### config.mk
export PLATFORM = sky130hd
export DESIGN_NAME = enc_key_sequencer
export DESIGN_NICKNAME = d
export VERILOG_FILES = /design/src/rtl/swan256_pkg.sv /design/src/rtl/enc_key_schedule.sv /design/src/rtl/enc_key_sequencer.sv
export SDC_FILE = /design/constraint.sdc
export NUM_CORES = 1
export LEC_CHECK = 0
export BUFFER_PORTS_ARGS = -buffer_cell sky130_fd_sc_hd__buf_2
export CORE_MARGIN = 8
export CORE_UTILIZATION = 64
export DETAILED_ROUTE_END_ITERATION = 10
export GPL_TIMING_DRIVEN = 0
export HOLD_SLACK_MARGIN = 0.03
export PLACE_DENSITY = 0.92
export SLEW_MARGIN = 10
export SYNTH_ARGS = -nofsm -noshare
export SYNTH_HDL_FRONTEND = slang
export SYNTH_SLANG_ARGS = --single-unit
### constraint.sdc
create_clock -name clk -period 29.4 [get_ports clk]
set_clock_uncertainty 0.2 [all_clocks]
set_input_delay 2.94 -clock clk [delete_from_list [all_inputs] [get_ports clk]]
set_output_delay 2.94 -clock clk [all_outputs]
set_load 0.02 [all_outputs]
### src/rtl/swan256_pkg.sv
// Shared constants and state encoding for the SWAN256 round-key sequencer.
// Holds the key geometry, the rotation distance and the golden-ratio delta seed.
package swan256_pkg;

    localparam int KEY_SIZE       = 256;
    localparam int SIDE_SIZE      = 128;
    localparam int PD             = 120;
    localparam int ROUNDS_DEFAULT = 64;

    localparam logic [127:0] DELTA0 = 128'h9e3779b97f4a7c15f39cc0605cedc834;

    typedef enum logic [0:0] {
        ST_IDLE = 1'b0,
        ST_RUN  = 1'b1
    } seq_state_t;

endpackage

### src/rtl/enc_key_schedule.sv
// One SWAN256 key-schedule step: rotate the key, advance delta, derive the subkey.
// The subkey is written back into the low half of the key for the following round.
module enc_key_schedule
    import swan256_pkg::*;
#(
    parameter int KEY_SIZE  = swan256_pkg::KEY_SIZE,
    parameter int SIDE_SIZE = swan256_pkg::SIDE_SIZE
) (
    input  logic [KEY_SIZE-1:0]  key,
    input  logic [SIDE_SIZE-1:0] delta,
    output logic [KEY_SIZE-1:0]  next_key,
    output logic [SIDE_SIZE-1:0] next_delta,
    output logic [SIDE_SIZE-1:0] sk
);

    logic [KEY_SIZE-1:0] rot_s;

    // rotate right by PD, then add the advanced delta into the low half
    always_comb begin
        rot_s      = (key >> PD) | (key << (KEY_SIZE - PD));
        next_delta = delta + SIDE_SIZE'(DELTA0);
        sk         = rot_s[SIDE_SIZE-1:0] + next_delta;
        next_key   = {rot_s[KEY_SIZE-1:SIDE_SIZE], sk};
    end

endmodule

### src/rtl/enc_key_sequencer.sv
// Loads a master key on start and streams ROUNDS subkeys over a valid/ready
// handshake, pulsing done for one cycle after the last subkey is accepted.
module enc_key_sequencer
    import swan256_pkg::*;
#(
    parameter int ROUNDS    = swan256_pkg::ROUNDS_DEFAULT,
    parameter int KEY_SIZE  = swan256_pkg::KEY_SIZE,
    parameter int SIDE_SIZE = swan256_pkg::SIDE_SIZE,
    localparam int RW       = (ROUNDS > 1) ? $clog2(ROUNDS) : 1
) (
    input  logic                 clk,
    input  logic                 rst,
    input  logic                 start,
    input  logic [0:KEY_SIZE-1]  key_in,
    output logic                 busy,
    output logic                 sk_valid,
    input  logic                 sk_ready,
    output logic [0:SIDE_SIZE-1] sk_out,
    output logic [RW-1:0]        sk_round,
    output logic                 done
);

    localparam logic [RW-1:0] LAST_ROUND = RW'(ROUNDS - 1);

    seq_state_t           state_r, state_s;
    logic [KEY_SIZE-1:0]  key_r, key_s;
    logic [SIDE_SIZE-1:0] delta_r, delta_s;
    logic [RW-1:0]        round_r, round_s;
    logic                 done_r, done_s;

    logic [KEY_SIZE-1:0]  next_key_s;
    logic [SIDE_SIZE-1:0] next_delta_s;
    logic [SIDE_SIZE-1:0] sk_s;

    enc_key_schedule #(
        .KEY_SIZE  (KEY_SIZE),
        .SIDE_SIZE (SIDE_SIZE)
    ) u_schedule (
        .key        (key_r),
        .delta      (delta_r),
        .next_key   (next_key_s),
        .next_delta (next_delta_s),
        .sk         (sk_s)
    );

    // state and datapath registers
    always_ff @(posedge clk or posedge rst) begin
        if (rst) begin
            state_r <= ST_IDLE;
            key_r   <= {KEY_SIZE{1'b0}};
            delta_r <= {SIDE_SIZE{1'b0}};
            round_r <= {RW{1'b0}};
            done_r  <= 1'b0;
        end else begin
            state_r <= state_s;
            key_r   <= key_s;
            delta_r <= delta_s;
            round_r <= round_s;
            done_r  <= done_s;
        end
    end

    // next-state: load on start in IDLE, advance only on an accepted transfer
    always_comb begin
        state_s = state_r;
        key_s   = key_r;
        delta_s = delta_r;
        round_s = round_r;
        done_s  = 1'b0;
        case (state_r)
            ST_IDLE: begin
                if (start) begin
                    key_s   = key_in;
                    delta_s = {SIDE_SIZE{1'b0}};
                    round_s = {RW{1'b0}};
                    state_s = ST_RUN;
                end else begin
                    state_s = ST_IDLE;
                end
            end
            ST_RUN: begin
                if (sk_ready) begin
                    key_s   = next_key_s;
                    delta_s = next_delta_s;
                    if (round_r == LAST_ROUND) begin
                        // round stays at its last value; it is reloaded on the next start
                        state_s = ST_IDLE;
                        done_s  = 1'b1;
                    end else begin
                        round_s = round_r + RW'(1'b1);
                    end
                end else begin
                    state_s = ST_RUN;
                end
            end
            default: begin
                state_s = ST_IDLE;
            end
        endcase
    end

    assign busy     = (state_r == ST_RUN);
    assign sk_valid = (state_r == ST_RUN);
    assign sk_round = round_r;
    assign done     = done_r;

    // subkey forced to zero whenever it is not valid
    always_comb begin
        if (state_r == ST_RUN) begin
            sk_out = sk_s;
        end else begin
            sk_out = {SIDE_SIZE{1'b0}};
        end
    end

endmodule

==> run metrics <==
Root Driver clkbuf_16; largest net degree at the start of global routing 118; Post-CTS Hold Buffers 0; syn nets 4106; CTS Buf Count 45; Routed WL 112000 um; Initial DRC Count 3984; Die Y 229.1 um; maximum clock rate 0.08590 GHz; drt drc 0; syn_area_per_cell 7.828 um^2; adder-cell area share of the yosys netlist 0.05681; Yosys reg bits 390; Critical Setup Path Class register to output port; synthesis-to-layout area growth 15.27%; # IOs 397; largest family of logic cells by synthesized area compound AO/OA/AOI/OAI gates; Slowest-stage cell, CP a211oi_1; synthesized instance count 3714; Mapped Area 0.02907 mm^2; period utilization 0.3960; Avg Vias per Cell 6.567; minimum clock period 11.64 ns; status finished, final reports clean; data arrival time at the worst-slack endpoint 8.50 ns; RSZ-0062 raised after global routing false; core outline area 0.04509 mm^2; CP Cell Sequence or2_2 -> o21ai_0 -> nand2_1 -> a31oi_1 -> nor3_1 -> nor3b_1 -> xnor2_1 -> ha_1 -> clkbuf_1 -> a21o_1 -> a21o_1 -> a21oi_1 -> o21ai_0 -> nor4_1 -> a211oi_1 -> a211oi_1 -> o211a_1 -> o31a_1 -> o41ai_2 -> xnor2_1 -> nor2_1 -> buf_2; mux cell area share after synthesis 0.05130; EDFF count, synth 0; cell row count 78; Hold WC Path Type register to register; grt ovf 0; Final setup violation count 0; share of cells above drive strength 1 0.1251; Slew HR 0.09698; vias in the first global route 30070; Reg area 0.009759 mm^2; initial antenna violation count 3; gpl congestion 1.031; Crit Path Max Fanout 7; clk_lat worst skew 0.64 ns; Nets 4551; Most used DFF post-synth dfrtp_1; fillers 3642; GRT Total Usage 0.4047; die footprint 0.05250 mm^2; commonest cells after routing, fill and taps aside nand2_1 (576), o21ai_0 (496), buf_2 (399); Final Hold Fails 0; post-DR wirelength/cell 23.35 um; Post-Synth XOR/XNOR Area 0.07050; Synth Warn # 0; setup_tns 0 ns; TritonCTS clock tree done; Worst Path Required 26.26 ns; crit-path max cell delay 0.99 ns; first-pass GRT wire length 170100 um; CP Capture Type output port; DR pass1 iterations 6; sequential element share of the synthesized area 0.3357; Num Clock Sinks 390; Die Wd 229.1 um; FFs w/ async S/R, synth 1.000; Largest delay share family, worst path compound AO/OA/AOI/OAI gates; startpoint types register; ANT nets after route 0; Post-CTS Setup Bufs 0; post-synthesis simple-gate area fraction 0.1907; Distinct cells, synth 84; Max Cap Viol 0; Detailed Place HPWL 85160 um; worst-margin pin slew 1.355 ns; Max clock buf depth 3; Buf+Inv Stages, Crit Path 2; Max Slew Vio Count 0; Port Buf Inserts 395; Worst-path clk slew 0.06 ns; commonest non-fill, non-tap cell in the layout nand2_1; Compound-Gate Fraction of Synth Area 0.2541; H-tree levels 2; post-CTS resize count 0; multi-input logic area 0.01812 mm^2; Initial Util 0.6448; Vias 31500
## per-layer routing
layer  GRT usage  up-vias  part of all wire
met5           0        -           0.00026
met1      0.5119    14950              0.38
met4      0.2234        4             0.062
met3      0.1130      419              0.12
met2      0.6217     1966              0.44
li1            -    14160                 -
## Yosys cell counts, types with 8 or more instances
master / instances / area (um^2)
nand2_1: 576 / 2162
o21ai_0: 496 / 2482
dfrtp_1: 390 / 9759
a21oi_1: 373 / 1867
nor2_1: 262 / 983.4
clkbuf_1: 234 / 878.3
mux2i_1: 149 / 1491
ha_1: 132 / 1652
xnor2_1: 131 / 1147
xor2_1: 103 / 902.1
a21o_1: 71 / 533.0
nand4_1: 69 / 431.7
nor3_1: 65 / 325.3
o31ai_1: 63 / 473.0
inv_1: 62 / 232.7
and2_1: 53 / 331.6
nand3_1: 53 / 265.3
a31oi_1: 45 / 281.5
or3_1: 32 / 200.2
o21bai_1: 31 / 232.7
o21a_1: 27 / 202.7
and3_1: 23 / 143.9
nor4_1: 16 / 100.1
a21boi_0: 15 / 112.6
o21ai_1: 14 / 70.07
a22o_1: 13 / 113.9
nor2b_1: 13 / 81.33
o22ai_1: 13 / 81.33
nand2b_1: 12 / 75.07
or2_2: 12 / 75.07
buf_1: 11 / 41.29
or4_1: 11 / 82.58
a211oi_1: 10 / 75.07
a31o_2: 9 / 78.83
and4_1: 8 / 70.07
o211ai_1: 8 / 60.06
## metrics by stage
stage | hold WS [ns] | util | std cells | area [um^2] | setup slack [ns]
detailed placement | 0.2697 | 0.7074 | 4712 | 31890 | 18.80
floorplan | 0.2496 | - | 3714 | 29070 | 15.42
global route | 0.2977 | 0.7432 | 4796 | 33510 | 17.47
global placement | 0.2606 | 0.7053 | 4709 | 31800 | 11.10
CTS | 0.2824 | 0.7431 | 4795 | 33510 | 18.10
finish | 0.2779 | 0.7432 | 4797 | 33510 | 17.76
## registers in the layout, indices dropped and copies added (netlist names)
register / flops
sk_round: 6
done: 1
busy: 1
key_r: 256
delta_r: 126
## worst paths after layout
check | from | endpoint | slack, ns | cells after the start
max in group asynchronous | rst | key_r[140]$_DFFE_PP0P_ | 25.34 | 4
hold reg to reg | key_r[3]$_DFFE_PP0P_ | key_r[3]$_DFFE_PP0P_ | 0.28 | 2
setup / recovery | delta_r[19]$_DFFE_PP0P_ | sk_out[3] | 17.76 | 22
hold / removal | key_r[3]$_DFFE_PP0P_ | key_r[3]$_DFFE_PP0P_ | 0.28 | 2
setup reg to reg | delta_r[19]$_DFFE_PP0P_ | key_r[120]$_DFFE_PP0P_ | 21.26 | 21
min in group asynchronous | rst | key_r[71]$_DFFE_PP0P_ | 2.13 | 2
## layout make-up
cell class	count	area share
Multi-Input combinational cell	3010	0.5408
Sequential cell	390	0.2912
Timing Repair Buffer	398	0.06146
Clock buffer	56	0.03573
Buffer	251	0.02856
Tap cell	600	0.02240
Clock inverter	27	0.01236
Inverter	63	0.007281
Antenna cell	2	0.0001493
## worst register-to-register path, stage by stage (launching register included)
cell	delay, ns
dfrtp_1	0.44
or2_2	0.36
o21ai_0	0.34
nand2_1	0.16
a31oi_1	0.62
nor3_1	0.19
nor3b_1	0.77
xnor2_1	0.26
ha_1	0.33
clkbuf_1	0.19
a21o_1	0.20
a21o_1	0.17
a21oi_1	0.21
o21ai_0	0.16
nor4_1	0.93
a211oi_1	0.19
a211oi_1	0.99
o211a_1	0.40
o31a_1	0.29
o21ai_1	0.19
mux2i_1	0.16
a211o_1	0.27
## kinds of logic after synthesis
kind of cell	after synthesis
and+or+nand+nor	1232
adders and majority gates	132
xor gates and xnor gates	234
muxes	149
AOI/OAI and AO/OA	1263
buffers and inverters	314
DFF	390
Power is not shown: default switching activity piles up to over one toggle a cycle in this logic, so the estimate is an artifact.
